<file path="config.mk">
export PLATFORM = sky130hd
export DESIGN_NAME = mdl_serial_cntr
export DESIGN_NICKNAME = d
export VERILOG_FILES = /design/src/rtl/mdl_serial_cntr.sv
export SDC_FILE = /design/constraint.sdc
export NUM_CORES = 1
export LEC_CHECK = 0
export CORE_MARGIN = 4
export CORE_UTILIZATION = 60
export DETAILED_ROUTE_END_ITERATION = 12
export DONT_BUFFER_PORTS = 1
export GPL_ROUTABILITY_DRIVEN = 0
export HOLD_SLACK_MARGIN = 0.1
export PLACE_DENSITY = 0.76
export SETUP_SLACK_MARGIN = 0.02
export SLEW_MARGIN = 30
export SYNTH_ARGS = -nofsm -noshare
export SYNTH_HDL_FRONTEND = slang
export SYNTH_SLANG_ARGS = --single-unit
</file>
<file path="constraint.sdc">
create_clock -name i_MCLK -period 2.5 [get_ports i_MCLK]
set_input_delay 0.5 -clock i_MCLK [delete_from_list [all_inputs] [get_ports i_MCLK]]
set_output_delay 0.5 -clock i_MCLK [all_outputs]
set_load 0.01 [all_outputs]
</file>
<file path="src/rtl/mdl_serial_cntr.sv">
// Bit-serial WIDTH-bit up/down counter held in a circular shift register, one bit per tick.
// Define MDL_SERIAL_CNTR_ZERO_DETECT_EN to add the o_ZERO all-zero flag.
//   state   | meaning
//   ST_IDLE | waiting for a start tick
//   ST_ROT  | shifting, WIDTH ticks
module mdl_serial_cntr #(
  parameter int WIDTH = 10
) (
  input  logic i_MCLK,
  input  logic i_RST,
  input  logic i_CEN_n,
  input  logic i_ROT_START_n,
  input  logic i_INC,
  input  logic i_DIR,
  input  logic i_CLR_n,
  input  logic i_LOAD,
  input  logic i_LOAD_BIT,
  output logic o_LSB,
  output logic o_CFLAG,
  output logic o_BUSY
`ifdef MDL_SERIAL_CNTR_ZERO_DETECT_EN
  ,
  output logic o_ZERO
`endif
);

  localparam int CW = $clog2(WIDTH);

  typedef enum logic {ST_IDLE, ST_ROT} state_t;

  state_t           state;
  logic [WIDTH-1:0] shreg;
  logic [CW-1:0]    bit_cnt;
  logic             carry, clr_pend, rot_clr, rot_inc, rot_dir, loaded;
  logic             tick, last, inj, carry_nxt, new_bit;
`ifdef MDL_SERIAL_CNTR_ZERO_DETECT_EN
  logic             zero_acc;
`endif

  assign tick   = ~i_CEN_n;
  assign last   = (bit_cnt == CW'(WIDTH - 1));
  assign inj    = rot_inc & (bit_cnt == '0);
  assign o_LSB  = shreg[0];
  assign o_BUSY = (state == ST_ROT);

  // Carry and borrow share one flop; only the sense of bit0 differs.
  always_comb begin
    carry_nxt = 1'b0;
    new_bit   = 1'b0;
    if (rot_dir)
      carry_nxt = (~shreg[0] & carry) | (~shreg[0] & inj) | (carry & inj);
    else
      carry_nxt = (shreg[0] & carry) | (shreg[0] & inj) | (carry & inj);
    if (rot_clr)
      new_bit = 1'b0;
    else if (i_LOAD)
      new_bit = i_LOAD_BIT;
    else
      new_bit = shreg[0] ^ carry ^ inj;
  end

  always_ff @(posedge i_MCLK or posedge i_RST) begin
    if (i_RST) begin
      state    <= ST_IDLE;
      shreg    <= '0;
      bit_cnt  <= '0;
      carry    <= 1'b0;
      clr_pend <= 1'b0;
      rot_clr  <= 1'b0;
      rot_inc  <= 1'b0;
      rot_dir  <= 1'b0;
      loaded   <= 1'b0;
      o_CFLAG  <= 1'b0;
`ifdef MDL_SERIAL_CNTR_ZERO_DETECT_EN
      zero_acc <= 1'b1;
      o_ZERO   <= 1'b1;
`endif
    end else if (tick) begin
      if (!i_CLR_n)
        clr_pend <= 1'b1;
      case (state)
        ST_IDLE: begin
          if (!i_ROT_START_n) begin
            state    <= ST_ROT;
            rot_inc  <= i_INC;
            rot_dir  <= i_DIR;
            rot_clr  <= clr_pend;
            carry    <= 1'b0;
            bit_cnt  <= '0;
            loaded   <= 1'b0;
`ifdef MDL_SERIAL_CNTR_ZERO_DETECT_EN
            zero_acc <= 1'b1;
`endif
          end
        end
        ST_ROT: begin
          shreg   <= {new_bit, shreg[WIDTH-1:1]};
          carry   <= carry_nxt;
          loaded  <= loaded | (i_LOAD & ~rot_clr);
          bit_cnt <= bit_cnt + CW'(1);
`ifdef MDL_SERIAL_CNTR_ZERO_DETECT_EN
          zero_acc <= zero_acc & ~new_bit;
`endif
          if (last) begin
            state   <= ST_IDLE;
            bit_cnt <= '0;
            // A loaded or cleared rotation never reports a wrap.
            o_CFLAG <= carry_nxt & ~rot_clr & ~loaded & ~(i_LOAD & ~rot_clr);
            if (rot_clr && i_CLR_n)
              clr_pend <= 1'b0;
`ifdef MDL_SERIAL_CNTR_ZERO_DETECT_EN
            o_ZERO  <= zero_acc & ~new_bit;
`endif
          end
        end
        default: state <= ST_IDLE;
      endcase
    end
  end

endmodule

</file>
=== Yosys cells after proc, flatten, opt, wreduce, memory -nomap -nowiden ===
Cells that the tools add are included.

* Add/subtract/negate cells: 1
* Multipliers: 0
* Divide/modulo/power cells: 0
* $lt $le $gt $ge: 0
* Equality and inequality tests: 2
* Shifts and indexed selects: 0
* Multiplexer cells: 16
* Bitwise operators: 24
* Reduce and logical (&&, ||, !) cells: 6

{| class="wikitable"
|+ Operators by type and width
! operator !! number
|-
| 1-bit bitwise AND || 10
|-
| 1-bit 2-to-1 mux || 10
|-
| 4-bit 2-to-1 mux || 2
|-
| 4-bit one-hot mux with 2 select lines || 1
|-
| 1-bit NOT || 7
|-
| 1-bit one-hot mux with 2 select lines || 3
|-
| 3-bit AND reduction || 2
|-
| 1-bit bitwise OR || 5
|-
| 4-bit by 1-bit adder with 4-bit output (second input constant) || 1
|-
| 4-bit == test (second input constant) || 1
|-
| 4-bit zero test || 1
|-
| 2-bit AND reduction || 2
|-
| 2-bit inequality test (second input constant) || 1
|-
| 1-bit bitwise XOR || 2
|-
| 1-bit logical AND || 1
|}

* Register bits after elaboration: 22
* Bits in latches: 0
* RAM bits: 0
* ROM bits: 0
* Bits of input ports: 9
* Output and inout bits: 3
* Memories: 0

=== Depth between registers and ports, before layout ===
Gate-level depths: netlist of run 1.

* Depth in word-level cells: 9
* Mapped depth: 6
* Gate-level depth less buffers: 6

=== Worst setup path before layout of run 1 ===
No wires, ideal clock.

* Path kind: input-to-reg
* From: input i_CEN_n
* To: register rot_dir
* Data arrival time: 1.380 ns
* Data required time: 2.375 ns
* Path slack: 0.995 ns
* Cell stages on the path: 3
* Path buffers: 1
* Cell sequence: buf_2 nor3_1 mux2_2

* Longest elaborated chain between the ends: 2

{| class="wikitable"
|+ Ends and longest elaborated chain
! item !! RTL line !! source
|-
| from (decl) || 11 || <nowiki>input logic i_CEN_n,</nowiki>
|-
| 1-bit NOT (no line) || n/a ||
|-
| 3-bit AND reduction (no line) || n/a ||
|-
| to (signal assigned) || 86 || <nowiki>rot_dir <= i_DIR;</nowiki>
|-
| to (decl) || 34 || <nowiki>logic carry, clr_pend, rot_clr, rot_inc, rot_dir, loaded;</nowiki>
|}

No other way between the ends.
A chain may end at the register's enable or synchronous reset.

=== Worst setup path in the final report of run 1 ===
* From: register bit_cnt[1]
* To: register o_CFLAG

* Longest elaborated chain between the ends: 9

{| class="wikitable"
|+ Ends and longest elaborated chain
! item !! RTL line !! source
|-
| from (decl) || 33 || <nowiki>logic [CW-1:0] bit_cnt;</nowiki>
|-
| from (signal assigned) || 100 || <nowiki>bit_cnt <= bit_cnt + CW'(1);</nowiki>
|-
| 4-bit zero test || 42 || <nowiki>assign inj = rot_inc & (bit_cnt == '0);</nowiki>
|-
| 1-bit bitwise AND || 42 ||
|-
| 1-bit bitwise AND (on tied branches) || 53, 51 ||
|-
| 1-bit bitwise OR (on tied branches) (2 in a row) || 53, 51 ||
|-
| 1-bit 2-to-1 mux || 50 || <nowiki>if (rot_dir)</nowiki>
|-
| 1-bit bitwise AND (3 in a row) || 108 || <nowiki>o_CFLAG <= carry_nxt & ~rot_clr & ~loaded & ~(i_LOAD & ~rot_clr);</nowiki>
|-
| to (signal assigned) || 108 ||
|-
| to (decl) || 19 || <nowiki>output logic o_CFLAG,</nowiki>
|}

Parallel ways exist; a longest one is shown, timed or not.

==> summary.txt, run 1 <==
Outcome
  – Status: completed

Synthesis
  – Synthesized area: 1051 µm²
  – Distinct cells, synth: 25
  – Yosys warns: 0
  – Register area share after synthesis: 52.38%
  – Synthesized Nets: 121
  – Syn_area_per_cell: 9.823 µm²
  – Seq cells post-synth: 22
  – Cells after Synth: 107

Timing
  – Fmax: 0.6129 GHz
  – Min Tclk post-route: 1.632 ns
  – Setup_tns: 0 ns
  – Min Hold Slack: 0.2224 ns
  – Hold Violations, Final: 0
  – RSZ-0062 raised after global routing: no
  – Setup violators final: 0
  – Final Cycle Share: 65.26%
  – Slew Viols, Final: 0
  – Rel. slew slack: 46.66%
  – Worst Max-Slew Pin Slew: 0.7993 ns
  – Clk_skew: 0.001818 ns

Routing
  – DRT antenna net count: 0
  – DRC: 0
  – Vias per cell: 5.887
  – Routed wire length per instance: 15.77 µm
  – Iteration-0 DRC Markers: 20
  – DRT Pass-1 Iters: 4
  – Routed vias: 730
  – Final wirelength: 1955 µm

Clock network
  – Clk Latency, worst-skew pair: 0.30 ns
  – CTS tree: built
  – Clock buffer count from CTS: 3
  – Worst-path clk slew: 0.12 ns
  – Maximum clock path buffer count: 2
  – Post-CTS Setup Inserts: 0
  – CTS root buffer: clkbuf_4
  – CTS Hold Bufs: 0
  – CTS resizes: 0
  – Clock sink count: 22
  – H-tree depth: 1

Pwr
  – Lkg Pwr: 0.5646 nW
  – Switching Power: 0.0004186 W
  – Clock share of power: 16.6%
  – Part of the power in registers: 54.0%
  – Peak VDD IR: 0.0005352 V
  – Int Power: 0.0007436 W
  – Comb power frac: 29.4%
  – Pwr Density: 1062 nW/µm²
  – Sw Share: 36.02%

Global routing
  – Tot GR Track Use: 18.27%
  – Pin count of the biggest net entering global routing: 23
  – First-pass GRT wire length: 3450 µm
  – Gr ovfl total: 0
  – Vias in the first global route: 723
  – Antenna violations before repair: 0

Worst setup path
  – CP top delay family: simple AND/OR/NAND/NOR gates
  – Critical path data required time: 2.74 ns
  – Peak fanout along the critical path: 5
  – CP peak stage delay: 0.45 ns
  – Type of origin of the critical path: flop
  – WP buf/inv: 1
  – CP arrival: 1.87 ns
  – Critical Path Sink Type: flop
  – CP Class: flop to flop
  – Ordered list of cells on the worst path: inv_1, ha_1, nand3b_4, nand2b_4, or4_1, o21ai_1
  – CP max stage cell: dfrtp_1

Cells and area
  – Commonest non-fill, non-tap cell in the layout: nand2_1
  – Antenna cells: 0
  – Multi-input logic area: 461.7 µm²
  – Final #Nets: 123
  – Fillers: 130
  – Commonest cells after routing, fill and taps aside: nand2_1, dfrtp_1, o21ai_0, inv_1, ha_1
  – Register Area: 550.5 µm²
  – Layout cells sized above 1: 10.19%
  – Synth-to-Final Area Change: 4.167%

Die
  – Die Y: 49.86 µm
  – Initial Utilization: 66.67%
  – Num ports: 12
  – Die area: 2486 µm²
  – Die width: 49.86 µm
  – # rows: 14
  – Core ar.: 1577 µm²

Flow run
  – Max Cap Viol: 0

Place
  – Port Buffer Count: 0
  – HPWL reported at the end of detailed placement: 1439 µm

Min path
  – Hold Crit Class: input port to async pin
## cells in the mapped netlist
cell / number / area [µm²]
a21o_1: 1 / 7.510
a21oi_1: 1 / 5.000
a22o_1: 1 / 8.760
a32o_1: 3 / 30.03
and4bb_2: 1 / 12.51
buf_1: 1 / 3.750
buf_2: 1 / 5.000
clkbuf_1: 1 / 3.750
dfrtp_1: 22 / 550.5
ha_1: 5 / 62.56
inv_1: 7 / 26.28
mux2_2: 3 / 33.78
nand2_1: 32 / 120.1
nand2b_1: 1 / 6.260
nand2b_4: 1 / 13.76
nand3_1: 1 / 5.000
nand3b_4: 1 / 20.02
nor2_1: 4 / 15.01
nor2b_4: 1 / 13.76
nor3_1: 1 / 5.000
o21ai_0: 12 / 60.06
o21ai_1: 2 / 10.01
or2b_1: 1 / 7.510
or4_1: 1 / 7.510
xor2_1: 2 / 17.52
## through the flow
step            power, W  std cells  cell area [µm²]  setup WS, ns  util, %
3_3_place_gp   0.0009374        120             1059        0.9663    67.14
2_1_floorplan  0.0008738        107             1051        0.9947        -
5_1_grt         0.001259        124             1095        0.7821    69.44
3_5_place_dp   0.0009692        120             1059        0.9123    67.14
6_report        0.001162        124             1095        0.8684    69.44
4_1_cts         0.001170        124             1095        0.8621    69.44
## final cells by class
| cell class | count | area share [%] |
|---|---|---|
| clock buffers | 4 | 3.314 |
| inverters | 7 | 2.400 |
| multi-input cells | 75 | 42.17 |
| flip-flops and latches | 22 | 50.29 |
| well taps | 16 | 1.829 |
## per-layer routing
metal / share of wire [%] / global-route usage, %
met2: 46 / 26.65
met1: 49 / 28.16
met3: 4.6 / 3.012
met5: 0 / 0
met4: 0 / 4.147
## sequential cells by signal, summed over array words and instances (netlist names)
name / flops
shreg: 10
rot_inc: 1
o_CFLAG: 1
loaded: 1
clr_pend: 1
carry: 1
rot_dir: 1
o_BUSY: 1
bit_cnt: 4
rot_clr: 1
## power by group through the flow
stage | logic [W] | registers, W | clock network (W)
2_1_floorplan | 0.000280 | 0.000594 | 0
5_1_grt | 0.000393 | 0.000648 | 0.000219
3_3_place_gp | 0.000318 | 0.000620 | 0
4_1_cts | 0.000346 | 0.000626 | 0.000197
6_report | 0.000342 | 0.000627 | 0.000193
3_5_place_dp | 0.000340 | 0.000630 | 0
## kinds of logic after synthesis
logic type               after synthesis  synth area share, %
adder cells (fa/ha/maj)                5                5.952
AO/OA/AOI/OAI                         20                11.55
buffers and inverters                 10                3.690
AND/OR/NAND/NOR                       45                21.55
XOR/XNOR                               2                1.667
multiplexers                           3                3.214
flip-flops                            22                52.38
## path summary, 6_finish.rpt
kind | end | start | slack [ns] | cells after the start
max | o_CFLAG | bit_cnt[1] | 0.87 | 6
min | shreg[6] | i_RST | 0.22 | 1
max reg2reg | o_CFLAG | bit_cnt[1] | 0.87 | 6
min reg2reg | shreg[4] | shreg[5] | 0.48 | 2
max in group asynchronous | shreg[3] | i_RST | 1.78 | 1
min in group i_MCLK | clr_pend | i_CLR_n | 0.28 | 1
Power figures use the tool's default switching activity.
==> inputs of run 2 (changes only) <==
==> constraint.sdc (replaced) <==
create_clock -name i_MCLK -period 1.6 [get_ports i_MCLK]
set_input_delay 0.32 -clock i_MCLK [delete_from_list [all_inputs] [get_ports i_MCLK]]
set_output_delay 0.32 -clock i_MCLK [all_outputs]
set_load 0.01 [all_outputs]
==> run 2 against run 1 <==
Power rose by 55%. Die area did not move. Count of clock-buffer cells in the layout fell by 1. Sequential power rose by 52%. Register-to-register slack got worse by 0.77 ns. Critical path depth did not move. Global-route usage fell by 1.7 points. Critical path type unchanged. Largest cell class unchanged. Largest power group unchanged. Highest routed layer is now met4.
==> summary.txt, run 2 (synthesized netlist as in run 1, its figures left out) <==
Routing
  – DRT antenna net count: 0 (unchanged)
  – Iteration-0 DRC Markers: 6 (-70%)
  – Routed vias: 721 (-1.2%)
  – Final wirelength: 1794 µm (-8.2%)
  – DRC: 0 (unchanged)
  – Vias per cell: 5.504 (-6.5%)
  – DRT Pass-1 Iters: 2 (-2)
  – Routed wire length per instance: 13.69 µm (-13%)

Global routing
  – Antenna violations before repair: 0 (unchanged)
  – Gr ovfl total: 0 (unchanged)
  – Pin count of the biggest net entering global routing: 23 (unchanged)
  – First-pass GRT wire length: 3022 µm (-12%)
  – Vias in the first global route: 676 (-6.5%)
  – Tot GR Track Use: 16.55% (-1.7 points)

Timing
  – Rel. slew slack: 77.17% (+31 points)
  – Min Hold Slack: 0.1567 ns (-0.06568 ns)
  – Final WS setup: 0.09849 ns (-0.7699 ns)
  – Setup_tns: 0 ns (unchanged)
  – Final Cycle Share: 93.84% (+29 points)
  – Slew Viols, Final: 0 (unchanged)
  – RSZ-0062 raised after global routing: yes
  – Min Tclk post-route: 1.502 ns (-0.1301 ns)
  – Fmax: 0.6660 GHz (+8.7%)
  – Worst Max-Slew Pin Slew: 0.3424 ns (-0.4568 ns)
  – Setup violators final: 0 (unchanged)
  – Hold Violations, Final: 0 (unchanged)
  – Clk_skew: 0.002606 ns (+0.0007875 ns)

Cells and area
  – Register Area: 551.8 µm² (+0.23%)
  – Top reg by flops: shreg
  – Fillers: 116 (-11%)
  – Final #Nets: 131 (+6.5%)
  – Commonest cells after routing, fill and taps aside: nand2_1, dfrtp_1, o21ai_0, inv_1, buf_4
  – Commonest non-fill, non-tap cell in the layout: nand2_1
  – Largest regs: shreg (10), bit_cnt (4)
  – Antenna cells: 0 (unchanged)
  – Final instance area: 1160 µm² (+5.9%)
  – Final cell count without fillers: 131 (+5.6%)
  – Layout cells sized above 1: 16.52% (+6.3 points)
  – Max reg flops: 10 (unchanged)
  – Multi-input logic area: 471.7 µm² (+2.2%)
  – Synth-to-Final Area Change: 10.36%

Pwr
  – Lkg Pwr: 0.5935 nW (+5.1%)
  – Peak VDD IR: 0.001123 V (+110%)
  – Pwr Density: 1550 nW/µm² (+46%)

Worst setup path
  – Critical Path Sink Type: flop
  – CP Class: flop to flop
  – Crit path from: bit_cnt[1]
  – Type of origin of the critical path: flop
  – Peak fanout along the critical path: 5 (unchanged)
  – Critical path data required time: 1.84 ns (-0.90 ns)
  – Source of the worst register-to-register timing path: bit_cnt[1]
  – CP arrival: 1.74 ns (-0.13 ns)

Place
  – HPWL reported at the end of detailed placement: 1280 µm (-11%)
  – Post-placement setup slack: 0.07414 ns (-0.8382 ns)
  – Area after DPL: 1089 µm² (+2.8%)
  – Port Buffer Count: 0 (unchanged)
  – Placed instance count: 124 (+3.3%)

Die
  – Num ports: 12 (unchanged)
  – Initial Utilization: 66.67% (unchanged)
  – Die Y: 49.86 µm (unchanged)
  – Die width: 49.86 µm (unchanged)
  – Die area: 2486 µm² (unchanged)
  – # rows: 14 (unchanged)
  – Core ar.: 1577 µm² (unchanged)

Clock network
  – Clk Latency, worst-skew pair: 0.30 ns (about the same)
  – H-tree depth: 1 (unchanged)
  – CTS root buffer: clkbuf_4
  – Clock buffer count from CTS: 3 (unchanged)
  – Clock sink count: 22 (unchanged)
  – Maximum clock path buffer count: 2 (unchanged)
  – CTS tree: built
  – Worst-path clk slew: 0.11 ns (about the same)

Min path
  – Hold Crit Class: input port to flop
  – Hold Crit Start: i_ROT_START_n

Outcome
  – Status: completed

Flow run
  – Max Cap Viol: 0 (unchanged)
run 2: what timing repair did:
action                     in CTS  in global routing
hold endpoints to repair       23                  1
setup buffers                   0                  1
setup endpoints to repair       0                  3
resized for setup               0                  5
hold buffers                    2                  1
run 2: stage by stage:
step	power [W]	util [%]
finish	0.001798	73.57
global route	0.001953	73.57
CTS	0.001756	71.75
detailed placement	0.001518	69.05
global placement	0.001484	69.05
floorplan	0.001365	-
run 2: final cells by class:
class                           count  share of cell area, %
Multi-Input combinational cell     75                  40.67
Tap cell                           16                  1.726
Sequential cell                    22                  47.57
Inverter                            7                  2.265
Clock buffer                        3                  1.942
Timing Repair Buffer                8                  5.825
run 2: path summary, 6_finish.rpt:
kind                       slack [ns]    endpoint  cells past startpoint
setup / recovery                  0.1     o_CFLAG                      6
hold / removal                   0.16      loaded                      2
setup reg to reg                  0.1     o_CFLAG                      6
hold reg to reg                  0.47    shreg[2]                      2
max in group asynchronous        0.89  bit_cnt[0]                      3
min in group asynchronous        0.48      loaded                      3
run 2: where the power goes:
part,internal (W),switching [W],leakage [nW]
sequential,0.000772,0.000185,0.272
clock,0.0000878,0.000155,0.0138
combinational,0.000306,0.000293,0.307
total,0.00117,0.000633,0.594
run 2: worst max-delay path, stage by stage (launching register included):
cell and delay (ns):
dfrtp_1 0.42, inv_2 0.07, ha_2 0.18, nand3b_4 0.10, nand2b_4 0.16, or4_1 0.39, o21ai_1 0.12
run 2: metal layers:
metal  vias to the layer above  global-route usage, %  wire length (µm)
li1                        366                      -                 -
met1                       339                  22.37               880
met2                        12                  22.25               777
met3                         4                  5.422                83
met4                         0                  11.06                53
met5                         -                      0                 0
